$ cat src/rtl/dmem_ctrl_pkg.sv
// Shared types and defaults for the data-memory access controller.
package dmem_ctrl_pkg;

    localparam int STATE_W       = 2;
    localparam int CNT_W         = 4;
    localparam int DEF_AB        = 11;
    localparam int DEF_DB        = 16;
    localparam int DEF_RD_LAT    = 1;
    localparam int DEF_MEM_WORDS = 2048;

    typedef enum logic [STATE_W-1:0] {
        ST_IDLE  = 2'd0,
        ST_WRITE = 2'd1,
        ST_READ  = 2'd2,
        ST_RESP  = 2'd3
    } state_t;

endpackage

$ cat src/rtl/dmem_access_ctrl_if.sv
// CPU request/response channel plus memory pin bundle of the access controller.
// slave  : the controller's view
// master : the environment's view (datapath and memory)
import dmem_ctrl_pkg::*;

interface dmem_access_ctrl_if #(
    parameter int AB = DEF_AB,
    parameter int DB = DEF_DB
);
    logic          req_valid;
    logic          req_ready;
    logic          req_we;
    logic [AB-1:0] req_addr;
    logic [DB-1:0] req_wdata;
    logic          rsp_valid;
    logic          rsp_ready;
    logic [DB-1:0] rsp_rdata;
    logic          rsp_err;
    logic          mem_rd;
    logic          mem_wr;
    logic [AB-1:0] mem_addr;
    logic [DB-1:0] mem_wdata;
    logic [DB-1:0] mem_rdata;

    modport slave (
        input  req_valid, req_we, req_addr, req_wdata, rsp_ready, mem_rdata,
        output req_ready, rsp_valid, rsp_rdata, rsp_err,
               mem_rd, mem_wr, mem_addr, mem_wdata
    );

    modport master (
        output req_valid, req_we, req_addr, req_wdata, rsp_ready, mem_rdata,
        input  req_ready, rsp_valid, rsp_rdata, rsp_err,
               mem_rd, mem_wr, mem_addr, mem_wdata
    );
endinterface

$ cat src/rtl/dmem_access_ctrl_lat_cnt.sv
// Loadable 4-bit down-counter with zero flag; times the read strobe.
import dmem_ctrl_pkg::*;

module dmem_lat_cnt (
    input  logic             clk,
    input  logic             rst_n,
    input  logic             load,
    input  logic [CNT_W-1:0] load_val,
    input  logic             dec,
    output logic             zero
);
    logic [CNT_W-1:0] cnt;

    // Load has priority; decrement saturates at zero.
    always_ff @(posedge clk or negedge rst_n) begin
        if (!rst_n) begin
            cnt <= '0;
        end else if (load) begin
            cnt <= load_val;
        end else if (dec && (cnt != '0)) begin
            cnt <= cnt - CNT_W'(1);
        end
    end

    assign zero = (cnt == '0);
endmodule

$ cat src/rtl/dmem_access_ctrl.sv
// Single-word load/store initiator for the asynchronous data memory.
// Optional out-of-range checking is enabled with `define DMEM_CTRL_BOUNDS_EN.
//
// state    | meaning
// ---------+--------------------------------------------------------
// ST_IDLE  | ready for a request, strobes low
// ST_WRITE | mem_wr high for one cycle (low if the store is dropped)
// ST_READ  | mem_rd high, latency counter running
// ST_RESP  | rsp_valid high, waiting for rsp_ready
import dmem_ctrl_pkg::*;

module dmem_access_ctrl #(
    parameter int AB        = DEF_AB,
    parameter int DB        = DEF_DB,
    parameter int RD_LAT    = DEF_RD_LAT,
    parameter int MEM_WORDS = DEF_MEM_WORDS
) (
    input  logic            clk,
    input  logic            rst_n,
    dmem_access_ctrl_if.slave bus
);
    localparam logic [CNT_W-1:0] LAT_LOAD = CNT_W'(RD_LAT - 1);

    if (RD_LAT < 1 || RD_LAT > 15) begin : g_bad_rd_lat
        $error("dmem_access_ctrl: RD_LAT must be 1..15");
    end
    if (MEM_WORDS < 1 || MEM_WORDS > (1 << AB)) begin : g_bad_mem_words
        $error("dmem_access_ctrl: MEM_WORDS must fit the address width");
    end

    state_t        state, state_nxt;
    logic          ready_q;
    logic          rd_q;
    logic          wr_q;
    logic [AB-1:0] addr_q;
    logic [DB-1:0] wdata_q;
    logic [DB-1:0] rdata_q;
    logic          accept;
    logic          in_range;
    logic          cnt_zero;
    logic          cnt_load;
    logic          cnt_dec;

    assign accept = (state == ST_IDLE) && ready_q && bus.req_valid;

`ifdef DMEM_CTRL_BOUNDS_EN
    logic err_q;

    assign in_range    = (32'(bus.req_addr) < 32'(MEM_WORDS));
    assign bus.rsp_err = err_q;

    // Error flag: set by an out-of-range load, cleared by its response handshake.
    always_ff @(posedge clk or negedge rst_n) begin
        if (!rst_n) begin
            err_q <= 1'b0;
        end else if (accept && !bus.req_we && !in_range) begin
            err_q <= 1'b1;
        end else if ((state == ST_RESP) && bus.rsp_ready) begin
            err_q <= 1'b0;
        end
    end
`else
    assign in_range    = 1'b1;
    assign bus.rsp_err = 1'b0;
`endif

    assign cnt_load = accept && !bus.req_we;
    assign cnt_dec  = (state == ST_READ) && !cnt_zero;

    dmem_lat_cnt u_lat_cnt (
        .clk      (clk),
        .rst_n    (rst_n),
        .load     (cnt_load),
        .load_val (LAT_LOAD),
        .dec      (cnt_dec),
        .zero     (cnt_zero)
    );

    // State register.
    always_ff @(posedge clk or negedge rst_n) begin
        if (!rst_n) begin
            state <= ST_IDLE;
        end else begin
            state <= state_nxt;
        end
    end

    // Next-state logic; an out-of-range load skips the read phase.
    always_comb begin
        state_nxt = state;
        case (state)
            ST_IDLE: begin
                if (accept) begin
                    if (bus.req_we)    state_nxt = ST_WRITE;
                    else if (in_range) state_nxt = ST_READ;
                    else               state_nxt = ST_RESP;
                end
            end
            ST_WRITE: state_nxt = ST_IDLE;
            ST_READ:  if (cnt_zero) state_nxt = ST_RESP;
            ST_RESP:  if (bus.rsp_ready) state_nxt = ST_IDLE;
            default:  state_nxt = ST_IDLE;
        endcase
    end

    // Registered pins: strobes, address/data hold, read capture and ready.
    always_ff @(posedge clk or negedge rst_n) begin
        if (!rst_n) begin
            ready_q <= 1'b0;
            rd_q    <= 1'b0;
            wr_q    <= 1'b0;
            addr_q  <= '0;
            wdata_q <= '0;
            rdata_q <= '0;
        end else begin
            ready_q <= (state_nxt == ST_IDLE);
            if (accept) begin
                addr_q  <= bus.req_addr;
                wdata_q <= bus.req_wdata;
                wr_q    <= bus.req_we && in_range;
                rd_q    <= !bus.req_we && in_range;
                if (!bus.req_we && !in_range) begin
                    rdata_q <= '0;
                end
            end else begin
                wr_q <= 1'b0;
                if ((state == ST_READ) && cnt_zero) begin
                    rd_q    <= 1'b0;
                    rdata_q <= bus.mem_rdata;
                end
            end
        end
    end

    assign bus.req_ready = ready_q;
    assign bus.rsp_valid = (state == ST_RESP);
    assign bus.rsp_rdata = rdata_q;
    assign bus.mem_rd    = rd_q;
    assign bus.mem_wr    = wr_q;
    assign bus.mem_addr  = addr_q;
    assign bus.mem_wdata = wdata_q;
endmodule

$ cat src/flat_wrapper.sv
// flat-port wrapper written by rule: the top's interface ports become plain ports
module dmem_access_ctrl_flat 
#(
    parameter int AB        = DEF_AB,
    parameter int DB        = DEF_DB,
    parameter int RD_LAT    = DEF_RD_LAT,
    parameter int MEM_WORDS = DEF_MEM_WORDS
)
  (clk, rst_n, bus_req_valid, bus_req_we, bus_req_addr, bus_req_wdata, bus_rsp_ready, bus_mem_rdata, bus_req_ready, bus_rsp_valid, bus_rsp_rdata, bus_rsp_err, bus_mem_rd, bus_mem_wr, bus_mem_addr, bus_mem_wdata);
  dmem_access_ctrl_if #(.AB(AB), .DB(DB)) bus_i ();
  input  logic clk;
  input  logic rst_n;
  input wire logic [$bits(bus_i.req_valid)-1:0] bus_req_valid;
  input wire logic [$bits(bus_i.req_we)-1:0] bus_req_we;
  input wire logic [$bits(bus_i.req_addr)-1:0] bus_req_addr;
  input wire logic [$bits(bus_i.req_wdata)-1:0] bus_req_wdata;
  input wire logic [$bits(bus_i.rsp_ready)-1:0] bus_rsp_ready;
  input wire logic [$bits(bus_i.mem_rdata)-1:0] bus_mem_rdata;
  output wire logic [$bits(bus_i.req_ready)-1:0] bus_req_ready;
  output wire logic [$bits(bus_i.rsp_valid)-1:0] bus_rsp_valid;
  output wire logic [$bits(bus_i.rsp_rdata)-1:0] bus_rsp_rdata;
  output wire logic [$bits(bus_i.rsp_err)-1:0] bus_rsp_err;
  output wire logic [$bits(bus_i.mem_rd)-1:0] bus_mem_rd;
  output wire logic [$bits(bus_i.mem_wr)-1:0] bus_mem_wr;
  output wire logic [$bits(bus_i.mem_addr)-1:0] bus_mem_addr;
  output wire logic [$bits(bus_i.mem_wdata)-1:0] bus_mem_wdata;
  assign bus_i.req_valid = bus_req_valid;
  assign bus_i.req_we = bus_req_we;
  assign bus_i.req_addr = bus_req_addr;
  assign bus_i.req_wdata = bus_req_wdata;
  assign bus_i.rsp_ready = bus_rsp_ready;
  assign bus_i.mem_rdata = bus_mem_rdata;
  assign bus_req_ready = bus_i.req_ready;
  assign bus_rsp_valid = bus_i.rsp_valid;
  assign bus_rsp_rdata = bus_i.rsp_rdata;
  assign bus_rsp_err = bus_i.rsp_err;
  assign bus_mem_rd = bus_i.mem_rd;
  assign bus_mem_wr = bus_i.mem_wr;
  assign bus_mem_addr = bus_i.mem_addr;
  assign bus_mem_wdata = bus_i.mem_wdata;
  dmem_access_ctrl #(.AB(AB), .DB(DB), .RD_LAT(RD_LAT), .MEM_WORDS(MEM_WORDS)) u_core (.clk(clk), .rst_n(rst_n), .bus(bus_i));
endmodule
$ cat config.mk
export PLATFORM = sky130hd
export DESIGN_NAME = dmem_access_ctrl_flat
export DESIGN_NICKNAME = d
export VERILOG_FILES = /design/src/rtl/dmem_ctrl_pkg.sv /design/src/rtl/dmem_access_ctrl_if.sv /design/src/rtl/dmem_access_ctrl_lat_cnt.sv /design/src/rtl/dmem_access_ctrl.sv /design/src/flat_wrapper.sv
export SDC_FILE = /design/constraint.sdc
export NUM_CORES = 1
export LEC_CHECK = 0
export ABC_CLOCK_PERIOD_IN_PS = 4300
export CAP_MARGIN = 10
export CORE_MARGIN = 4
export CORE_UTILIZATION = 42
export DETAILED_ROUTE_END_ITERATION = 6
export HOLD_SLACK_MARGIN = 0.02
export PLACE_DENSITY_LB_ADDON = 0.25
export RECOVER_POWER = 100
export SETUP_SLACK_MARGIN = 0.15
export SLEW_MARGIN = 0
export SYNTH_ARGS = -nofsm -noshare
export SYNTH_HDL_FRONTEND = slang
export SYNTH_SLANG_ARGS = --single-unit
$ cat constraint.sdc
create_clock -name clk -period 4.3 [get_ports clk]
set_input_delay 0.43 -clock clk [delete_from_list [all_inputs] [get_ports clk]]
set_output_delay 0.43 -clock clk [all_outputs]
set_load 0.02 [all_outputs]
==> out/metrics.csv <==
stage,metric,value,unit
routing,Post-DRT Antenna Nets,0,
cells_and_area,register area,0.00130,sq mm
routing,DRT iter0 DRCs,84,
placed_design,# port buffers,94,
placed_design,gpl congestion,0.784,
synth,Yosys reg bits,52,
floorplanning,Die Y,78.7,microns
setup_path,flop-to-flop setup slack,1.88,ns
floorplanning,starting density of the core,43.8,%
routing,vias,1644,
floorplanning,die area,0.00619,sq mm
clock_tree,H-tree levels,2,
synth,Post-synth EDFFs,0,
clock_tree,deepest clock path buffer count,2,
synth,"area leader, netlist",dfrtp_1,
setup_path,CP max stage delay,1.89,ns
sta,RSZ-0062 raised after global routing,no,
synth,async set or reset register ratio after synthesis,100,%
clock_tree,Post-CTS Resized,0,
setup_path,crit-path leading delay family,buffers and inverters,
cells_and_area,Area Overhead vs Synth,52.3,%
sta,worst slew pin tran,2.69,ns
sta,min cycle time layout,2.60,ns
clock_tree,CTS hold repair buffers,0,
synth,synth top area cells,"dfrtp_1 (62%), nand2_1 (16%), mux2_4 (5.7%)",
cells_and_area,filler cell count,403,
cells_and_area,Finished Cell Area,0.00320,sq mm
floorplanning,Rows,25,
global_routing,GRT overflow,0,
clock_tree,Clock Pin Slew Worst Setup and Hold Paths,0.09,ns
status,status,finished with violations,
setup_path,crit-path cells,buf_2 -> clkbuf_1,
cells_and_area,diode count,0,
sta,relative max-transition margin,-79.5,%
global_routing,maximum number of pins on one net before global-route repair,53,
placed_design,post-place instance area,0.00310,sq mm
floorplanning,core area,0.00479,sq mm
global_routing,initial antenna violation count,0,
sta,PnR worst setup slack,1.70,ns
sta,clk_skew,0.00698,ns
routing,drt wl/cell,13.3,microns
setup_path,CP Max Fanout,52,
power_and_ir_drop,Power per Cell Area,751,mW/mm^2
sta,setup violators final,0,
routing,Post-route DRC,0,
clock_tree,cts bufs inserted,5,
global_routing,GRT Util Overall,16.9,%
cells_and_area,Layout Cells excl Fill,356,
cells_and_area,share of cells above drive strength 1,6.57,%
routing,vias per inst,4.62,
sta,total negative slack,0,ns
synth,"Top FF cell, synth",dfrtp_1,
floorplanning,top-level I/O count,96,
synth,syn_nets,243,
sta,Fin Hold WS,0.472,ns
setup_path,WS Path Type,input port to asynchronous set/reset pin,
synth,syn avg cell area,10.9,sq um
placed_design,Setup Slack @ Placement,1.89,ns
synth,Post-synth top cells,"nand2_1 (87), dfrtp_1 (52), mux2_2 (8), mux2_4 (8), inv_1 (5)",
clock_tree,Root Buffer,clkbuf_8,
clock_tree,# Post-CTS Setup Buffers,0,
synth,top-count cell post-synth,nand2_1,
sta,Max Slew Vio Count,53,
placed_design,placed cell count,348,
synth,Syn Std Cell Area,0.00210,sq mm
setup_path,critical path startpoint category,input port,
setup_path,CP arrival,2.44,ns
setup_path,worst path bufs/invs,2,
job,# Max-Cap Violations,1,
placed_design,post-DP HPWL,3450,microns
clock_tree,CTS tree,yes,
sta,final number of hold-violating endpoints,0,
global_routing,vias in the first global route,1720,
clock_tree,clock latency on the worst-skew pair,0.30,ns
routing,final WL,4750,microns
floorplanning,Die Width,78.7,microns
routing,DRT Pass-1 Iters,4,
clock_tree,Num Clock Sinks,52,
power_and_ir_drop,VDD IR max,0.360,mV
synth,post-synth top area share,62.0,%
synth,Ys Warns,0,
cells_and_area,multi-input combinational cell area,689,sq um
global_routing,global-route wire length before repair,8160,microns
min_path,worst min path class,flip-flop to flip-flop,
setup_path,Crit. End Element,asynchronous set/reset pin,
status,failing checks,"capacitance limit, slew limit",
sta,Final period util,60.5,%
setup_path,Critical Path Slowest Stage Cell,clkbuf_1,
setup_path,Worst Path Required,4.14,ns
cells_and_area,Layout Nets,338,
synth,Yosys cell types,30,
synth,Syn Inst Count,193,
power_and_ir_drop,P_leak,1.54,nW
sta,fmax,0.384,GHz
synth,sequential area share after synthesis,62.0,%
## per-stage QoR
stage	utilization (%)	total power [mW]
global route	66.8	2.57
detailed placement	64.8	2.13
CTS	68.1	2.59
global placement	64.8	2.10
floorplan	-	1.54
finish	66.8	2.40
## cell usage in the layout (no fill, tap or decap), drive strengths merged, types with 2 or more instances in the layout
cell	netlist	final
bufinv	0	3
clkbuf	2	7
clkdlybuf4s50	0	45
dfrtp	52	52
dlygate4sd3	0	48
ha	2	2
inv	5	5
mux2	16	16
mux2i	2	2
nand2	88	88
o21ai	3	3
o22ai	2	2
## area by class of cell
type | instances | share of cell area, %
flip-flops and latches | 52 | 40.7
multi-input cells | 128 | 21.6
inverters | 5 | 0.587
clock buffers | 5 | 2.15
well taps | 67 | 2.62
clock inverters | 3 | 2.82
repair buffers | 96 | 29.5
## state kept, by name (all words and copies together) (netlist names)
| register | count |
|---|---|
| u_core.bus.mem_addr | 11 |
| u_core.bus.mem_rd | 1 |
| u_core.bus.mem_wdata | 16 |
| u_core.bus.mem_wr | 1 |
| u_core.bus.req_ready | 1 |
| u_core.bus.rsp_rdata | 16 |
| u_core.state | 2 |
| u_core.u_lat_cnt.cnt | 4 |
## routing by layer
metal / track usage (%) / up-vias / share of wire (%)
met3: 7.34 / 5 / 8.2
met5: 0 / - / 0
met4: 3.67 / 0 / 0.93
met1: 20.5 / 776 / 41
met2: 27.9 / 59 / 50
li1: - / 804 / -
## report_power, final
part	internal [mW]	total, mW	switching [mW]	leakage, nW
logic	0.500	1.10	0.601	0.826
clock network	0.291	0.444	0.154	0.0784
registers	0.725	0.855	0.129	0.636
## final timing paths
kind,start,end,cells after the start
min in group asynchronous,rst_n,u_core.bus.rsp_rdata[14],2
worst max register to register,u_core.state[1],u_core.u_lat_cnt.cnt[0],3
max in group clk,bus_req_valid,u_core.u_lat_cnt.cnt[0],4
worst max-delay path,rst_n,u_core.bus.mem_wdata[13],2
worst min-delay path,u_core.bus.mem_wdata[4],u_core.bus.mem_wdata[4],2
worst min register to register,u_core.bus.mem_wdata[4],u_core.bus.mem_wdata[4],2
## cells by family (layout without fill, tap and decap cells)
kind of cell             count (synthesis)  in the layout  share of synthesized area, %
buffers and inverters                   13            109                          3.10
other                                    1              1                         0.179
multiplexers                            18             18                          11.0
AO/OA/AOI/OAI                            9              9                          2.68
flip-flops                              52             52                          62.0
adder cells (fa/ha/maj)                  2              2                          1.19
AND/OR/NAND/NOR                         98             98                          19.9
Power figures use the tool's default switching activity.
